--- src/rtl/seven_seg_scan_decoder_if.sv ---
// seven_seg_scan_decoder_if
//   Pin-level bundle between a multiplexed 7-segment display (or its driver)
//   and the scan decoder that monitors it.
//   master : drives the display lines and observes the decoded results.
//   slave  : the decoder; samples the display lines and drives the results.
//   Signals
//     an_n        anode enables, active-low, bit i = digit i
//     seg_n       segments {g,f,e,d,c,b,a}, active-low
//     value       last complete frame, digit i at [4i+3:4i]
//     frame_valid one-cycle pulse when value updates
//     pattern_err one-cycle pulse on a stable pattern outside the decode table
//     multi_err   one-cycle pulse when more than one anode is active
//   Macro SEVEN_SEG_DECODE_DP_EN adds dp_n (decimal point, active-low) and
//   value_dp (per-digit decimal point of the last complete frame).
interface seven_seg_scan_decoder_if #(
    parameter int unsigned NUM_DIGITS = 4
);
    logic [NUM_DIGITS-1:0]   an_n;
    logic [6:0]              seg_n;
    logic [4*NUM_DIGITS-1:0] value;
    logic                    frame_valid;
    logic                    pattern_err;
    logic                    multi_err;
`ifdef SEVEN_SEG_DECODE_DP_EN
    logic                    dp_n;
    logic [NUM_DIGITS-1:0]   value_dp;

    modport master (
        output an_n, seg_n, dp_n,
        input  value, frame_valid, pattern_err, multi_err, value_dp
    );
    modport slave (
        input  an_n, seg_n, dp_n,
        output value, frame_valid, pattern_err, multi_err, value_dp
    );
`else
    modport master (
        output an_n, seg_n,
        input  value, frame_valid, pattern_err, multi_err
    );
    modport slave (
        input  an_n, seg_n,
        output value, frame_valid, pattern_err, multi_err
    );
`endif
endinterface

--- src/rtl/seven_seg_scan_decoder.sv ---
// seven_seg_scan_decoder
//   Receive-side counterpart of the multiplexed 7-segment display driver.
//   Synchronises the scanned anode/segment lines, waits for each digit
//   pattern to be stable for STABLE_CYCLES samples, decodes it back to a
//   hex nibble and reports every complete frame (all digits seen) as one
//   packed value.
//   Parameters
//     NUM_DIGITS     number of scanned digits, 1..8
//     STABLE_CYCLES  identical synced samples needed to accept a digit, >=1
//   Ports
//     clk    system clock, rising edge
//     rst_n  asynchronous active-low reset
//     bus    seven_seg_scan_decoder_if slave modport (an_n, seg_n in;
//            value, frame_valid, pattern_err, multi_err out)
//   Macro SEVEN_SEG_DECODE_DP_EN: adds dp_n input and value_dp output; the
//   decimal point takes part in the stability compare and is captured per
//   digit, but never raises pattern_err.
module seven_seg_scan_decoder #(
    parameter int unsigned NUM_DIGITS    = 4,
    parameter int unsigned STABLE_CYCLES = 4
) (
    input logic                     clk,
    input logic                     rst_n,
    seven_seg_scan_decoder_if.slave bus
);
    localparam int unsigned CW = (STABLE_CYCLES < 2) ? 1 : $clog2(STABLE_CYCLES + 1);
`ifdef SEVEN_SEG_DECODE_DP_EN
    localparam int unsigned PW = NUM_DIGITS + 8;
`else
    localparam int unsigned PW = NUM_DIGITS + 7;
`endif

    typedef enum logic [1:0] {IDLE, SETTLE, HOLD} state_t;

    // Synchroniser flops hold the inverted (active-high) lines, so their
    // reset value of 0 reads as "no anode active" rather than "all active".
    logic [NUM_DIGITS-1:0]   an_s1, an;
    logic [6:0]              seg_s1, seg;
    logic [PW-1:0]           samp;

    state_t                  state_q, state_d;
    logic [PW-1:0]           latch_q, latch_d;
    logic [CW-1:0]           cnt_q, cnt_d;
    logic                    changed, multi, capture, multi_evt;

    logic [4:0]              dec;
    logic                    cap_ok, cap_bad, frame_done;
    logic [4*NUM_DIGITS-1:0] digits_q, digits_d, value_q;
    logic [NUM_DIGITS-1:0]   seen_q, seen_d;
    logic                    frame_valid_q, pattern_err_q, multi_err_q;

    always_ff @(posedge clk or negedge rst_n) begin
        if (!rst_n) begin
            an_s1  <= '0;
            an     <= '0;
            seg_s1 <= '0;
            seg    <= '0;
        end else begin
            an_s1  <= ~bus.an_n;
            an     <= an_s1;
            seg_s1 <= ~bus.seg_n;
            seg    <= seg_s1;
        end
    end

`ifdef SEVEN_SEG_DECODE_DP_EN
    logic                  dp_s1, dp;
    logic [NUM_DIGITS-1:0] dps_q, dps_d, value_dp_q;

    always_ff @(posedge clk or negedge rst_n) begin
        if (!rst_n) begin
            dp_s1 <= 1'b0;
            dp    <= 1'b0;
        end else begin
            dp_s1 <= ~bus.dp_n;
            dp    <= dp_s1;
        end
    end

    assign samp = {dp, an, seg};
`else
    assign samp = {an, seg};
`endif

    // Returns {valid, nibble}; blank is accepted as 0.
    function automatic logic [4:0] decode(input logic [6:0] s);
        case (s)
            7'h00, 7'h3F: decode = {1'b1, 4'h0};
            7'h06:        decode = {1'b1, 4'h1};
            7'h5B:        decode = {1'b1, 4'h2};
            7'h4F:        decode = {1'b1, 4'h3};
            7'h66:        decode = {1'b1, 4'h4};
            7'h6D:        decode = {1'b1, 4'h5};
            7'h7D:        decode = {1'b1, 4'h6};
            7'h07:        decode = {1'b1, 4'h7};
            7'h7F:        decode = {1'b1, 4'h8};
            7'h6F:        decode = {1'b1, 4'h9};
            7'h77:        decode = {1'b1, 4'hA};
            7'h7C:        decode = {1'b1, 4'hB};
            7'h39:        decode = {1'b1, 4'hC};
            7'h5E:        decode = {1'b1, 4'hD};
            7'h79:        decode = {1'b1, 4'hE};
            7'h71:        decode = {1'b1, 4'hF};
            default:      decode = 5'h00;
        endcase
    endfunction

    assign multi   = |(an & (an - NUM_DIGITS'(1)));
    assign changed = (samp != latch_q);

    always_ff @(posedge clk or negedge rst_n) begin
        if (!rst_n) begin
            state_q <= IDLE;
            latch_q <= '0;
            cnt_q   <= '0;
        end else begin
            state_q <= state_d;
            latch_q <= latch_d;
            cnt_q   <= cnt_d;
        end
    end

    // The latch also records zero/multi-anode samples while idle, so a
    // persistent multi-anode pattern raises multi_err only once.
    always_comb begin
        state_d   = state_q;
        latch_d   = latch_q;
        cnt_d     = cnt_q;
        capture   = 1'b0;
        multi_evt = 1'b0;
        if (state_q == SETTLE && !changed) begin
            if (cnt_q + CW'(1) == CW'(STABLE_CYCLES)) begin
                capture = 1'b1;
                state_d = HOLD;
            end else begin
                cnt_d = cnt_q + CW'(1);
            end
        end else if (state_q == HOLD && !changed) begin
            state_d = HOLD;
        end else begin
            latch_d = samp;
            if (an == '0) begin
                state_d = IDLE;
            end else if (multi) begin
                state_d   = IDLE;
                multi_evt = changed;
            end else begin
                cnt_d = CW'(1);
                if (STABLE_CYCLES == 1) begin
                    capture = 1'b1;
                    state_d = HOLD;
                end else begin
                    state_d = SETTLE;
                end
            end
        end
    end

    // On a capture the live sample equals the accepted pattern, so it is
    // used directly (it also covers STABLE_CYCLES=1 where latch is stale).
    always_comb begin
        dec      = decode(seg);
        cap_ok   = capture & dec[4];
        cap_bad  = capture & ~dec[4];
        digits_d = digits_q;
        seen_d   = seen_q;
`ifdef SEVEN_SEG_DECODE_DP_EN
        dps_d    = dps_q;
`endif
        if (cap_ok) begin
            for (int unsigned i = 0; i < NUM_DIGITS; i++) begin
                if (an[i]) begin
                    digits_d[4*i +: 4] = dec[3:0];
                    seen_d[i]          = 1'b1;
`ifdef SEVEN_SEG_DECODE_DP_EN
                    dps_d[i]           = dp;
`endif
                end
            end
        end
        frame_done = cap_ok & (&seen_d);
    end

    always_ff @(posedge clk or negedge rst_n) begin
        if (!rst_n) begin
            digits_q      <= '0;
            seen_q        <= '0;
            value_q       <= '0;
            frame_valid_q <= 1'b0;
            pattern_err_q <= 1'b0;
            multi_err_q   <= 1'b0;
        end else begin
            digits_q      <= digits_d;
            seen_q        <= frame_done ? '0 : seen_d;
            if (frame_done) begin
                value_q <= digits_d;
            end
            frame_valid_q <= frame_done;
            pattern_err_q <= cap_bad;
            multi_err_q   <= multi_evt;
        end
    end

`ifdef SEVEN_SEG_DECODE_DP_EN
    always_ff @(posedge clk or negedge rst_n) begin
        if (!rst_n) begin
            dps_q      <= '0;
            value_dp_q <= '0;
        end else begin
            dps_q <= dps_d;
            if (frame_done) begin
                value_dp_q <= dps_d;
            end
        end
    end

    assign bus.value_dp = value_dp_q;
`endif

    assign bus.value       = value_q;
    assign bus.frame_valid = frame_valid_q;
    assign bus.pattern_err = pattern_err_q;
    assign bus.multi_err   = multi_err_q;
endmodule
--- src/flat_wrapper.sv ---
// flat-port wrapper written by rule: the top's interface ports become plain ports
module seven_seg_scan_decoder_flat 
#(
    parameter int unsigned NUM_DIGITS    = 4,
    parameter int unsigned STABLE_CYCLES = 4
)
  (clk, rst_n, bus_an_n, bus_seg_n, bus_value, bus_frame_valid, bus_pattern_err, bus_multi_err);
  seven_seg_scan_decoder_if #(.NUM_DIGITS(NUM_DIGITS)) bus_i ();
  input logic clk;
  input logic rst_n;
  input wire logic [$bits(bus_i.an_n)-1:0] bus_an_n;
  input wire logic [$bits(bus_i.seg_n)-1:0] bus_seg_n;
  output wire logic [$bits(bus_i.value)-1:0] bus_value;
  output wire logic [$bits(bus_i.frame_valid)-1:0] bus_frame_valid;
  output wire logic [$bits(bus_i.pattern_err)-1:0] bus_pattern_err;
  output wire logic [$bits(bus_i.multi_err)-1:0] bus_multi_err;
  assign bus_i.an_n = bus_an_n;
  assign bus_i.seg_n = bus_seg_n;
  assign bus_value = bus_i.value;
  assign bus_frame_valid = bus_i.frame_valid;
  assign bus_pattern_err = bus_i.pattern_err;
  assign bus_multi_err = bus_i.multi_err;
  seven_seg_scan_decoder #(.NUM_DIGITS(NUM_DIGITS), .STABLE_CYCLES(STABLE_CYCLES)) u_core (.clk(clk), .rst_n(rst_n), .bus(bus_i));
endmodule
--- config.mk ---
export PLATFORM = sky130hd
export DESIGN_NAME = seven_seg_scan_decoder_flat
export DESIGN_NICKNAME = d
export VERILOG_FILES = /design/src/rtl/seven_seg_scan_decoder_if.sv /design/src/rtl/seven_seg_scan_decoder.sv /design/src/flat_wrapper.sv
export SDC_FILE = /design/constraint.sdc
export NUM_CORES = 1
export LEC_CHECK = 0
export ABC_AREA = 1
export CAP_MARGIN = 20
export CELL_PAD_IN_SITES_DETAIL_PLACEMENT = 0
export CELL_PAD_IN_SITES_GLOBAL_PLACEMENT = 1
export CORE_ASPECT_RATIO = 1.2
export CORE_MARGIN = 1
export CORE_UTILIZATION = 43
export DETAILED_ROUTE_END_ITERATION = 16
export PLACE_DENSITY_LB_ADDON = 0.1
export SYNTH_ARGS = -nofsm -noshare
export SYNTH_HDL_FRONTEND = slang
export SYNTH_SLANG_ARGS = --single-unit
--- constraint.sdc ---
create_clock -name clk -period 2.87 [get_ports clk]
set_input_delay 0.574 -clock clk [delete_from_list [all_inputs] [get_ports clk]]
set_output_delay 0.574 -clock clk [all_outputs]
set_load 0.05 [all_outputs]
==> metrics.md, run 1 <==
| Metric | Value |
|---|---|
| Outcome | `finished, final reports clean` |
| Worst Tran Pin Value | `about 0.94 ns` |
| Yosys Warn Count | `0` |
| Post-synthesis adder-cell area fraction | `0.00764` |
| Area growth syn-to-layout | `18.3%` |
| CTS clock-pin slew for the worst setup and hold paths | `about 0.080 ns` |
| Synth top area cells | `dfrtp_1 (59%), nand2_1 (15%), inv_1 (4.9%)` |
| # diodes | `0` |
| Die width | `slightly above 80 µm` |
| Overall power | `~2300 µW` |
| Die Ht | `roughly 100 µm` |
| Post-synth top area cell | `dfrtp_1` |
| Vias per cell | `4.76` |
| Fmax | `approximately 0.42 GHz` |
| Slew headroom | `0.370` |
| RSZ-0062 raised after global routing | `false` |
| Pin count of the biggest net entering global routing | `78` |
| Setup WS pre-CTS | `0.468 ns` |
| Synth Area in Simple Gates | `0.284` |
| CP startpoint kind | `flop` |
| Post-CTS Hold Fix Bufs | `0` |
| Clock Latency Late Sink | `0.36 ns` |
| Compound-Gate Fraction of Synth Area | `0.0290` |
| Initial Util | `0.448` |
| Sink Count | `77` |
| WP data required | `between 3 and 4 ns` |
| Starting DRT DRC Count | `91` |
| Hold Crit Class | `reg -> reg` |
| Max Cap Violations | `0` |
| Layout cell share with drive strength beyond 1 | `0.0998` |
| Critical path class | `reg -> reg` |
| Synth Flop Type | `dfrtp_1` |
| CTS Buffer Depth | `2` |
| CTS tree | `done` |
| Gpl congestion | `roughly 0.88` |
| Setup TNS | `0 ns` |
| Num CTS Buffers | `9` |
| Post-synth EDFFs | `0` |
| Core Util, Final | `0.530` |
| Fin. max-slew vios | `0` |
| Yosys reg bits | `77` |
| DP HPWL | `between 4000 and 5000 µm` |
| Yosys cell types | `27` |
| Post-synth top area share | `0.588` |
| Worst Skew | `approximately 0.019 ns` |
| Maximum fanout along the worst path | `17` |
| Syn nets | `around 380` |
| Crit path time final | `about 2.4 ns` |
| Largest family of logic cells by synthesized area | `simple AND/OR/NAND/NOR gates` |
| Area of the mapped netlist | `between 3000 and 4000 µm²` |
| Nets | `411` |
| Final wirelength | `6250 µm` |
| Leakage | `0.00208 µW` |
| Vias in the first global route | `~2400` |
| Antenna violations before repair | `0` |
| # setup viols final | `0` |
| Row cnt | `34` |
| # DRC | `0` |
| Top-count cell post-synth | `nand2_1` |
| Min Hold Slack | `roughly 0.35 ns` |
| I/O pin count | `32` |
| Syn Area/Cell | `between 8 and 9 µm²` |
| Drt pass-1 iters | `4` |
| Vias | `about 2300` |
| First-pass GRT wire length | `roughly 11000 µm` |
| Setup ws final | `about 0.49 ns` |
| Die ar. | `7980 µm²` |
| Synth Area in XOR/XNOR | `0.0130` |
| Register area share after synthesis | `0.588` |
| Post-route clock period utilization | `0.831` |
| Post-CTS setup buffers | `0` |
| Mux cell area share after synthesis | `0` |
| Antenna-violating nets left | `0` |
| Area of the core | `7320 µm²` |
| PwrDens | `~600 nW/µm²` |
| Post-CTS sizing | `0` |
| Final hold vios | `0` |
| Port Buffers | `31` |
| Synth cell count leaders | `nand2_1 (127), dfrtp_1 (77), inv_1 (43)` |
| Wire per inst | `between 10 and 15 µm` |
| Synth async-reset ratio | `1.00` |
| H-tree depth | `3` |
| Cells after synthesis | `about 370` |
| Clk root buf | `clkbuf_8` |
| Worst path arrival time | `between 2 and 3 ns` |
| Worst vdd ir | `roughly 0.35 mV` |
| GRT Total Usage | `0.186` |
| Total grt overflow | `0` |
| Worst Setup End Kind | `flop` |
critical path, cell delays in order, from the launching register on:
cell	delay, ns
dfrtp_1	0.45
inv_2	0.11
nand2_1	0.05
nand2_1	0.05
nand2_1	0.09
nor2_2	0.18
nand4_4	0.17
nor2_4	0.15
nand3_1	0.27
nand2_2	0.25
nand4_4	0.28
nand2_1	0.14
nand2_1	0.07
report_power, final:
part / switching (µW) / internal (µW)
Combinational: 72.2 / 39.5
Sequential: 22.5 / 1110
Clock: 433 / 593
final timing paths:
path                                            start  cells past startpoint                               to  slack (ns)
max reg2reg                   u_core.seg[4]$_DFF_PN0_                     12  u_core.bus.value[3]$_DFFE_PN0P_        0.49
min                        u_core.seg_s1[2]$_DFF_PN0_                      0          u_core.seg[2]$_DFF_PN0_        0.35
min reg2reg                u_core.seg_s1[2]$_DFF_PN0_                      0          u_core.seg[2]$_DFF_PN0_        0.35
max in group asynchronous                       rst_n                      1    u_core.latch_q[7]$_DFFE_PN0P_        1.90
max                           u_core.seg[4]$_DFF_PN0_                     12  u_core.bus.value[3]$_DFFE_PN0P_        0.49
min in group asynchronous                       rst_n                      1          u_core.seg[0]$_DFF_PN0_        0.36
routing by layer:
metal  share of wire  routed length (µm)  global-route usage
met4           0.027                 169               0.105
met1            0.47                2930               0.241
met3           0.028                 178              0.0469
met5               0                   0                   0
met2            0.48                2970               0.279
area by class of cell:
type | instances | area, µm²
timing repair buffer | 32 | 315
multi-input combinational | 229 | 1090
sequential | 77 | 1930
clock buffer | 9 | 124
clock inverter | 7 | 128
tap | 90 | 113
fill | 691 | 3440
inverter | 47 | 176
flip-flops by register name (all words and copies together), names as in the netlist:
name / flops
u_core.seg: 7
u_core.an_s1: 4
u_core.bus.multi_err: 1
u_core.latch_q: 11
u_core.bus.pattern_err: 1
u_core.seen_q: 4
u_core.state_q: 2
u_core.bus.value: 16
u_core.an: 4
u_core.bus.frame_valid: 1
u_core.seg_s1: 7
u_core.cnt_q: 3
u_core.digits_q: 16
cells in the final DEF, fill, tap and decap left out:
cell type	n
ha_1	2
inv_8	1
xor2_1	1
nand4_1	2
inv_6	3
bufinv_16	3
o21ai_0	16
inv_1	43
dfrtp_1	77
buf_4	2
nand3_2	2
a21oi_1	3
nand2_1	127
nor2_1	26
nand2_4	1
nor3_1	2
and3_1	1
nor3b_1	1
nor2_2	4
clkdlybuf4s50_1	30
nand2_2	4
nand4_4	2
clkbuf_8	9
xnor2_2	1
inv_2	4
nor2_4	3
nand3b_1	1
nor2_8	1
xnor2_1	2
nand3_1	27
cell families after synthesis:
family                   count (synthesis)
AND/OR/NAND/NOR                        204
AO/OA/AOI/OAI                           19
buffers and inverters                   62
flip-flops                              77
XOR/XNOR                                 4
adder cells (fa/ha/maj)                  2
stage by stage:
step,cells,cell area [µm²]
floorplan,368,3280
global placement,475,3620
detailed placement,475,3620
CTS,491,3880
global route,491,3880
finish,491,3880
No activity file was read; power rests on OpenSTA's default activity.
==> run 2, diff against run 1 <==
==> constraint.sdc (replaced) <==
create_clock -name clk -period 2.4 [get_ports clk]
set_input_delay 0.48 -clock clk [delete_from_list [all_inputs] [get_ports clk]]
set_output_delay 0.48 -clock clk [all_outputs]
set_load 0.05 [all_outputs]
==> run 2 against run 1 <==
  * Cell area grew 2.7%
  * Critical endpoint is now u_core.bus.frame_valid$_DFF_PN0_
  * Global-route usage shrank 0.47 points
  * Sequential power grew 19%
  * Non-clock buffer count grew 7
  * Largest cell class unchanged
  * Largest power group unchanged
==> metrics.md, run 2 (same netlist as run 1, synthesis figures left out) <==
| Metric | Value |
|---|---|
| Row cnt | `34` |
| Maximum fanout along the worst path | `17` |
| Cells along the critical path | `inv_2 -> nand2_1 -> nand2_1 -> nand2_1 -> nor2_2 -> nand4_4 -> nor2_4 -> nand2_1 -> a21oi_1 -> nand4_4 -> buf_4 -> inv_1` |
| # diodes | `0` |
| Post-route clock period utilization | `0.918` |
| Leakage | `0.00212 µW` |
| CP delay by family, top | `simple AND/OR/NAND/NOR gates` |
| Setup TNS | `0 ns` |
| Drt pass-1 iters | `4` |
| I/O pin count | `32` |
| Hold Crit Class | `in -> async` |
| Vias per cell | `4.68` |
| H-tree depth | `3` |
| PwrDens | `about 700 nW/µm²` |
| CTS clock-pin slew for the worst setup and hold paths | `roughly 0.08 ns` |
| Gpl congestion | `approximately 0.81` |
| Buf/Inv on CP | `3` |
| Reg power frac | `0.486` |
| Area of the multi-input gates | `1110 µm²` |
| GRT Total Usage | `0.181` |
| Final hold vios | `0` |
| Outcome | `finished, final reports clean` |
| Fillers | `between 600 and 700` |
| # setup viols final | `0` |
| DP HPWL | `about 4300 µm` |
| Die ar. | `roughly 8000 µm²` |
| Max Cap Violations | `0` |
| Worst path arrival time | `2.49 ns` |
| Post-route insts no fill | `around 500` |
| Clock Power Share | `0.464` |
| WP data required | `2.68 ns` |
| Critical path class | `reg -> reg` |
| Initial Util | `0.448` |
| CTS tree | `done` |
| Sw power | `around 590 µW` |
| First-pass GRT wire length | `approximately 11000 µm` |
| Cell mode on critical path | `nand2_1` |
| Post-CTS Hold Fix Bufs | `0` |
| Wire per inst | `~12 µm` |
| Worst Tran Pin Value | `roughly 0.51 ns` |
| Worst Setup End Kind | `flop` |
| Antenna-violating nets left | `0` |
| Die width | `approximately 82 µm` |
| CP startpoint kind | `flop` |
| Area growth syn-to-layout | `21.5%` |
| CTS Buffer Depth | `2` |
| Register area | `1930 µm²` |
| Commonest cells after routing, fill and taps aside | `nand2_1 (127), dfrtp_1 (77), inv_1 (43)` |
| Crit path time final | `~2.2 ns` |
| Layout cell share with drive strength beyond 1 | `0.120` |
| CP max-delay cell | `dfrtp_1` |
| Port Buffers | `31` |
| Comb pwr share | `0.050` |
| Total grt overflow | `0` |
| Clk root buf | `clkbuf_8` |
| Sink Count | `77` |
| Switching Share | `0.210` |
| Placed Cells | `481` |
| RSZ-0062 raised after global routing | `false` |
| Antenna violations before repair | `0` |
| Pin count of the biggest net entering global routing | `42` |
| Fin. max-slew vios | `0` |
| CP peak stage delay | `approximately 0.45 ns` |
| Slew headroom | `0.659` |
| Most common cell after layout, fill and taps aside | `nand2_1` |
| Starting DRT DRC Count | `121` |
| Vias in the first global route | `2310` |
| Area of the core | `~7300 µm²` |
| Die Ht | `between 90 and 100 µm` |
| Num CTS Buffers | `9` |
| Worst vdd ir | `~0.39 mV` |
| Clock Latency Late Sink | `between 0.3 and 0.4 ns` |
| Cell-internal power | `roughly 2200 µW` |
| Fmax | `0.454 GHz` |
| Final wirelength | `roughly 6200 µm` |
| Nets | `~420` |
| # DRC | `0` |
| Worst Skew | `about 0.012 ns` |
| Vias | `between 2000 and 2500` |
run 2: changes by cell type in the layout (fill, tap and decap cells not counted), sizes merged:
cell / delta
clkinv: +2
bufinv: +1
clkbuf: +1
inv: -4
buf: +7
nor2: +1
run 2: routing by layer:
| layer | global-route usage | vias up | wire, µm |
|---|---|---|---|
| li1 | - | 1195 | - |
| met2 | 0.294 | 37 | 3030 |
| met1 | 0.232 | 1097 | 2890 |
| met3 | 0.0469 | 6 | 208 |
| met4 | 0.0607 | 0 | 92 |
| met5 | 0 | - | 0 |
run 2: power groups by stage:
stage	clock network, µW	logic, µW	registers, µW
floorplan	0	76.4	1380
global placement	0	142	1380
detailed placement	0	143	1380
CTS	1330	144	1360
global route	1380	162	1360
finish	1300	139	1360
run 2: metrics by stage:
stage / setup slack [ns] / util / power (µW) / hold slack (ns) / cell area [µm²]
CTS: 0.112 / 0.540 / 2830 / 0.106 / 3950
global placement: 0.179 / 0.503 / 1530 / 0.332 / 3680
detailed placement: 0.148 / 0.503 / 1530 / 0.335 / 3680
global route: 0.00328 / 0.544 / 2900 / 0.129 / 3980
floorplan: 0.373 / - / 1460 / 0.184 / 3280
finish: 0.196 / 0.544 / 2790 / 0.100 / 3980
run 2: final cells by class:
cell class | instances | share of cell area
multi-input cells | 230 | 0.280
flip-flops and latches | 77 | 0.484
repair buffers | 39 | 0.0955
clock buffers | 10 | 0.0346
clock inverters | 6 | 0.0336
well taps | 90 | 0.0283
inverters | 47 | 0.0443
run 2: worst paths after layout:
| path | startpoint | to | slack [ns] | cells past startpoint |
|---|---|---|---|---|
| min | rst_n | u_core.seg[2]$_DFF_PN0_ | 0.10 | 1 |
| max | u_core.seg[4]$_DFF_PN0_ | u_core.bus.frame_valid$_DFF_PN0_ | 0.20 | 12 |
| max reg2reg | u_core.seg[4]$_DFF_PN0_ | u_core.bus.frame_valid$_DFF_PN0_ | 0.20 | 12 |
| min in group clk | u_core.seg_s1[5]$_DFF_PN0_ | u_core.seg[5]$_DFF_PN0_ | 0.35 | 0 |
| min reg2reg | u_core.seg_s1[5]$_DFF_PN0_ | u_core.seg[5]$_DFF_PN0_ | 0.35 | 0 |
| max in group asynchronous | rst_n | u_core.digits_q[7]$_DFF_PN0_ | 1.72 | 2 |
run 2: timing repair:
action	CTS	global route
setup endpoints to repair	0	17
setup buffers	0	1
resized for setup	0	3
